[config.mk]
export PLATFORM = sky130hd
export DESIGN_NAME = shift_seq_unit
export DESIGN_NICKNAME = d
export VERILOG_FILES = /design/src/rtl/shift_pkg.sv /design/src/rtl/shift_op_decode.sv /design/src/rtl/shift_seq_unit.sv
export SDC_FILE = /design/constraint.sdc
export NUM_CORES = 1
export LEC_CHECK = 0
export CAP_MARGIN = 25
export CELL_PAD_IN_SITES_DETAIL_PLACEMENT = 1
export CELL_PAD_IN_SITES_GLOBAL_PLACEMENT = 1
export CORE_MARGIN = 3
export CORE_UTILIZATION = 35
export DETAILED_ROUTE_END_ITERATION = 12
export PLACE_DENSITY = 0.81
export SKIP_LAST_GASP = 1
export SYNTH_ARGS = -nofsm -noshare
export SYNTH_HDL_FRONTEND = slang
export SYNTH_SLANG_ARGS = --single-unit
export TNS_END_PERCENT = 5
[constraint.sdc]
create_clock -name clock -period 2.5 [get_ports clock]
set_input_delay 0.5 -clock clock [delete_from_list [all_inputs] [get_ports clock]]
set_output_delay 0.5 -clock clock [all_outputs]
set_load 0.05 [all_outputs]
[src/rtl/shift_pkg.sv]
// Shared types and opcode constants for the sequential shift unit.
// Imported by the decoder, the unit top and the ALU result mux.
package shift_pkg;

  localparam logic [4:0] OP_SLL = 5'b00100;
  localparam logic [4:0] OP_SRA = 5'b00101;
  localparam logic [4:0] OP_SRL = 5'b00110;

  typedef enum logic [1:0] {
    MODE_SLL,
    MODE_SRL,
    MODE_SRA
  } shift_mode_t;

  typedef enum logic [1:0] {
    IDLE,
    SHIFT,
    DONE
  } state_t;

endpackage

[src/rtl/shift_op_decode.sv]
// ALU opcode to shift-mode decode.
// Also drives the result-mux select in the ALU.
module shift_op_decode
  import shift_pkg::*;
#(
  parameter int OPCODE_W = 5
) (
  input  logic [OPCODE_W-1:0] opcode,
  output shift_mode_t         mode,
  output logic                legal
);

  always_comb begin
    mode  = MODE_SLL;
    legal = 1'b0;
    unique case (1'b1)
      (opcode == OPCODE_W'(OP_SLL)): begin
        mode  = MODE_SLL;
        legal = 1'b1;
      end
      (opcode == OPCODE_W'(OP_SRL)): begin
        mode  = MODE_SRL;
        legal = 1'b1;
      end
      (opcode == OPCODE_W'(OP_SRA)): begin
        mode  = MODE_SRA;
        legal = 1'b1;
      end
      default: begin
        mode  = MODE_SLL;
        legal = 1'b0;
      end
    endcase
  end

endmodule

[src/rtl/shift_seq_unit.sv]
// Iterative SLL/SRL/SRA unit, STEP bits per cycle,
// valid/ready on both sides.
module shift_seq_unit
  import shift_pkg::*;
#(
  parameter int WIDTH    = 32,
  parameter int SHAMT_W  = $clog2(WIDTH),
  parameter int OPCODE_W = 5,
  parameter int STEP     = 1
) (
  input  logic                clock,
  input  logic                resetn,
  input  logic                in_valid,
  output logic                in_ready,
  input  logic [OPCODE_W-1:0] ctrl_ALUopcode,
  input  logic [WIDTH-1:0]    in_data,
  input  logic [SHAMT_W-1:0]  in_shamt,
  output logic                out_valid,
  input  logic                out_ready,
  output logic [WIDTH-1:0]    out_data,
  output logic                out_illegal,
  output logic                busy
);

  // One extra bit so STEP == 2**SHAMT_W still fits.
  localparam int KW = SHAMT_W + 1;

  state_t            state;
  state_t            state_n;
  shift_mode_t       mode;
  shift_mode_t       dec_mode;
  logic              dec_legal;
  logic              illegal;
  logic              take;
  logic [WIDTH-1:0]  acc;
  logic [WIDTH-1:0]  acc_sh;
  logic [SHAMT_W-1:0] cnt;
  logic [SHAMT_W-1:0] cnt_n;
  logic [KW-1:0]     k;

  shift_op_decode #(
    .OPCODE_W(OPCODE_W)
  ) u_dec (
    .opcode(ctrl_ALUopcode),
    .mode  (dec_mode),
    .legal (dec_legal)
  );

  assign in_ready    = (state == IDLE);
  assign out_valid   = (state == DONE);
  assign busy        = (state != IDLE);
  assign take        = in_valid && in_ready;
  assign out_data    = acc;
  assign out_illegal = illegal;

  always_comb begin
    k = {1'b0, cnt};
    if ({1'b0, cnt} >= KW'(STEP)) begin
      k = KW'(STEP);
    end
  end

  assign cnt_n = cnt - k[SHAMT_W-1:0];

  // Small mux of constant shifts, 1..STEP, instead of a barrel.
  always_comb begin
    acc_sh = acc;
    for (int i = 1; i <= STEP; i++) begin
      if (k == KW'(i)) begin
        unique case (mode)
          MODE_SLL: acc_sh = acc << i;
          MODE_SRL: acc_sh = acc >> i;
          MODE_SRA: acc_sh = $unsigned($signed(acc) >>> i);
          default:  acc_sh = acc;
        endcase
      end
    end
  end

  always_ff @(posedge clock or negedge resetn) begin
    if (!resetn) begin
      state <= IDLE;
    end else begin
      state <= state_n;
    end
  end

  always_comb begin
    state_n = state;
    unique case (state)
      IDLE: begin
        if (take) begin
          if (!dec_legal || in_shamt == '0) begin
            state_n = DONE;
          end else begin
            state_n = SHIFT;
          end
        end
      end
      SHIFT: begin
        if (cnt_n == '0) begin
          state_n = DONE;
        end
      end
      DONE: begin
        if (out_ready) begin
          state_n = IDLE;
        end
      end
      default: state_n = IDLE;
    endcase
  end

  always_ff @(posedge clock or negedge resetn) begin
    if (!resetn) begin
      acc     <= '0;
      cnt     <= '0;
      mode    <= MODE_SLL;
      illegal <= 1'b0;
    end else if (take) begin
      acc     <= in_data;
      cnt     <= dec_legal ? in_shamt : '0;
      mode    <= dec_mode;
      illegal <= !dec_legal;
    end else if (state == SHIFT) begin
      acc <= acc_sh;
      cnt <= cnt_n;
    end
  end

endmodule

### After elaboration in Yosys (flattened, before gate mapping)

Cells that the tools add are included.

| cells by class | value |
|---|---|
| $add $sub $neg | 1 |
| magnitude comparators | 1 |
| equal/unequal tests | 12 |
| muxes and demuxes | 15 |
| reductions and logical operators | 16 |

Operator list:

| cell | count |
|---|---|
| $mux 32 | 3 |
| $pmux 32 s3 | 1 |
| $mux 5 | 4 |
| $eq 5x3->1 const B | 3 |
| $logic_not 5->1 | 2 |
| $mux 2 | 4 |
| $eq 6x1->1 const B | 1 |
| $pmux 2 s3 | 1 |
| $reduce_and 3->1 | 2 |
| $reduce_bool 2->1 | 3 |
| $ge 5x1->1 const B | 1 |
| $sub 5x5->5 | 1 |
| $eq 2x1->1 const B | 2 |
| $eq 2x2->1 const B | 2 |
| $logic_not 2->1 | 2 |
| $ne 2x1->1 const B | 2 |
| $ne 2x2->1 const B | 2 |
| $pmux 2 s2 | 1 |
| $reduce_and 4->1 | 1 |
| $reduce_bool 4->1 | 1 |
| $reduce_bool 3->1 | 1 |
| $reduce_or 3->1 | 1 |
| $logic_and 1x1->1 | 1 |
| $logic_not 1->1 | 1 |
| other kinds (2) | 2 |

| word-level totals | value |
|---|---|
| flip-flop bits (word level) | 42 |

### Depth between registers and ports, before layout

| logic depth | value |
|---|---|
| depth in word-level cells | 8 |
| mapped depth | 9 |

### By module

From an unflattened synthesis, not the netlist that was laid out.

| second synthesis, totals | value |
|---|---|
| cell total of the unflattened synthesis | 290 |
| area, all modules | 2,732.6 um^2 |

By module, submodules not included:

| module | instances | cells each | area each (um^2) |
|---|---|---|---|
| shift_seq_unit | 1 | 286 | 2,693.8 |
| shift_op_decode | 1 | 4 | 38.8 |

### Worst setup path after synthesis

Ideal clock, no wire load.

| timing path | value |
|---|---|
| path type | flip-flop to output port |
| start point | register state[0] |
| end point | output busy |
| arrival time | 1.830 ns |
| slack | 0.170 ns |
| cell stages (with the launch flop) | 4 |
| path buffers | 1 |
| path through | dfrtp_1 buf_2 nor2_1 inv_1 |

| on the way | value |
|---|---|
| cells in the longest elaborated chain, start to end | 1 |

Ends and longest elaborated chain:

| item | line | source |
|---|---|---|
| start: declaration | shift_seq_unit.sv:28 | `state_t state;` |
| start signal: assignment | shift_seq_unit.sv:84 | `state <= state_n;` |
| $reduce_bool 2->1 | shift_seq_unit.sv:51 | `assign busy = (state != IDLE);` |
| end: declaration | shift_seq_unit.sv:22 | `output logic busy` |

Every way passes these cells.

### Worst setup path in the final report

Ends and elaborated chain as after synthesis.

==> run_results.csv <==
group,metric,value,unit
clock_tree,cts.sinks,42,
drt,antenna_left,0,
synth,syn_inst,266,
sta,final.min_clock_period,2.22,ns
power,vdd_drop_max,0.000562,V
drt,drt-initial-drc-count,77,
global_routing,grt_usage,0.191,
synth,ys_seq_area_frac,0.403,
worst_setup_path,start_kind,"flip-flop",
power,p_per_area,1390,nW/µm²
sta,slew-limit-headroom,0.353,
clock_tree,numCtsBuffers,5,
synth,synth_area_leaders,"dfrtp_1, a221o_1, mux2i_1",
synth,ys_warn_count,0,
synth,yosysTopAreaCell,"dfrtp_1",
die,start_util,0.371,
die,coreArea,7020,µm²
clock_tree,clkTransAtPathRegs,0.09,ns
clock_tree,h-tree-depth,2,
synth,synth_top_area_frac,0.403,
global_routing,grt_max_degree,43,
placement,dp_hpwl,5.66,mm
layout,area_growth,38.0,%
drt,totalWireLength,7.72,mm
placement,portBuffers,81,
worst_setup_path,startpoint,"state[0]",
clock_tree,cts_tree,"yes",
synth,ys_types,42,
drt,first_pass_iters,4,
die,io_pins,82,
sta,finalHoldViolCount,0,
placement,post-place-ws,0.240,ns
worst_setup_path,critPathRequiredTime,2.00,ns
global_routing,antenna_found_initial,0,
synth,avgSynthCellArea,9.80,µm²
die,die_y,92.3,µm
worst_setup_path,cp_max_fo,13,
synth,ys_ff_latch,42,
synth,post_synth_instance_area,2610,µm²
sta,finalWorstSetupSlack,0.284,ns
clock_tree,cts_root_buf,"clkbuf_8",
layout,final_common_cell,"clkdlybuf4s50_1",
clock_tree,clockBufferDepth,2,
global_routing,grt_pass1_wl,13.2,mm
worst_setup_path,arrival,1.72,ns
clock_tree,clk_latency,0.30,ns
run_status,run_status,"finished clean",
drt,wl_per_cell,17.5,µm
sta,worstMarginPinSlew,0.969,ns
drt,route.vias.total,2413,
layout,diodes,0,
worst_setup_path,r2r_start,"mode[1]",
power,leakage,1.67,nW
global_routing,gr-total-overflow,0,
worst_setup_path,crit_type,"reg2out",
placement,routabilityCongestion,0.904,
layout,layout_common_cells,"clkdlybuf4s50_1, dfrtp_1, inv_1",
sta,drv_slew,0,
drt,drcViolationCount,0,
die,chipWidth,92.3,µm
drt,via_per_inst,5.47,
sta,fmax,0.451,GHz
synth,syn_nets,316,
job,max-cap-violations,0,
layout,layout.nets,394,
die,fp.dieArea,8520,µm²
global_routing,grt_pass1_vias,2520,
sta,rsz0062_at_grt,"no",
sta,post-route-period-util,0.886,
sta,setup-tns-final,0,ns
sta,fin_skew,0.0120,ns
sta,setup_violations,0,
die,rows,30,
hold_path,hp-class,"in2async",
worst_setup_path,endpoint_kind,"primary output",
layout,drive_gt1_frac,0.0899,
[sequential cells by signal, indices dropped and copies added, names as in the netlist]
register	count
state	2
out_illegal	1
out_data	32
mode	2
cnt	5
[per-layer routing]
layer	GRT usage	share of wire
met1	0.256	0.44
met2	0.319	0.49
met3	0.0390	0.063
met4	0.0408	0.0063
met5	0	0
[where the power goes]
group | switching, mW | leakage, nW | internal (mW)
combinational | 1.83 | 1.12 | 1.20
clock | 0.245 | 0.0514 | 0.298
sequential | 0.421 | 0.499 | 0.990
[Yosys cell counts (all sizes together)]
cell type	n
mux2i	29
and4	1
a221o	29
a21oi	7
inv	39
o211a	1
o211ai	2
a31o	1
o22ai	4
nor3	3
a22o	1
nand3	4
a211o	1
or4	1
nor3b	3
clkbuf	7
nor4	1
a21boi	1
and3b	1
nand2	7
a31oi	4
nor2	14
a221oi	1
buf	14
nor2b	5
o32ai	2
ha	4
a32oi	1
or3b	1
o21ai	30
mux2	3
o21a	2
dfrtp	42
[through the flow]
stage               power (mW)  std cells  hold slack, ns   util  instance area, µm²
global route              5.31        441           0.307  0.512                3600
detailed placement        4.47        433           0.521  0.497                3490
finish                    4.98        441           0.266  0.512                3600
CTS                       5.03        441           0.285  0.512                3590
global placement          4.37        433           0.515  0.497                3490
floorplan                 3.47        266           0.204      -                2610
[critical path, stage by stage, from the launching register on]
cell           delay [ns]
dfrtp_1              0.62
nor2_1               0.20
inv_1                0.08
dlygate4sd2_1        0.53
[final timing paths]
check                           depth (start not counted)  slack, ns            to
worst max register to register                          6       0.34   out_data[2]
worst min-delay path                                    2       0.27  out_data[15]
worst min register to register                          2       0.53   out_illegal
max in group asynchronous                               2       1.85        cnt[1]
min in group clock                                      2       0.53   out_illegal
worst max-delay path                                    3       0.28          busy
[final cells by class]
| class | instances | area [µm²] |
|---|---|---|
| timing repair buffer | 92 | 900 |
| tap | 96 | 120 |
| multi-input combinational | 164 | 1270 |
| inverter | 39 | 146 |
| sequential | 42 | 1050 |
| clock buffer | 6 | 72.6 |
| fill | 813 | 3420 |
| clock inverter | 2 | 37.5 |
[logic make-up after synthesis]
family                   count (synthesis)  synth area share
multiplexers                            32             0.126
buffers and inverters                   60             0.109
AND/OR/NAND/NOR                         41            0.0869
adder cells (fa/ha/maj)                  4            0.0192
AO/OA/AOI/OAI                           87             0.255
flip-flops                              42             0.403
[timing repair]
action	4_1_cts	5_1_grt
hold buffers	0	0
setup endpoints to repair	1	1
resized for setup	1	1
pin swaps	0	0
setup buffers	0	0
No activity file was read; power rests on OpenSTA's default activity.
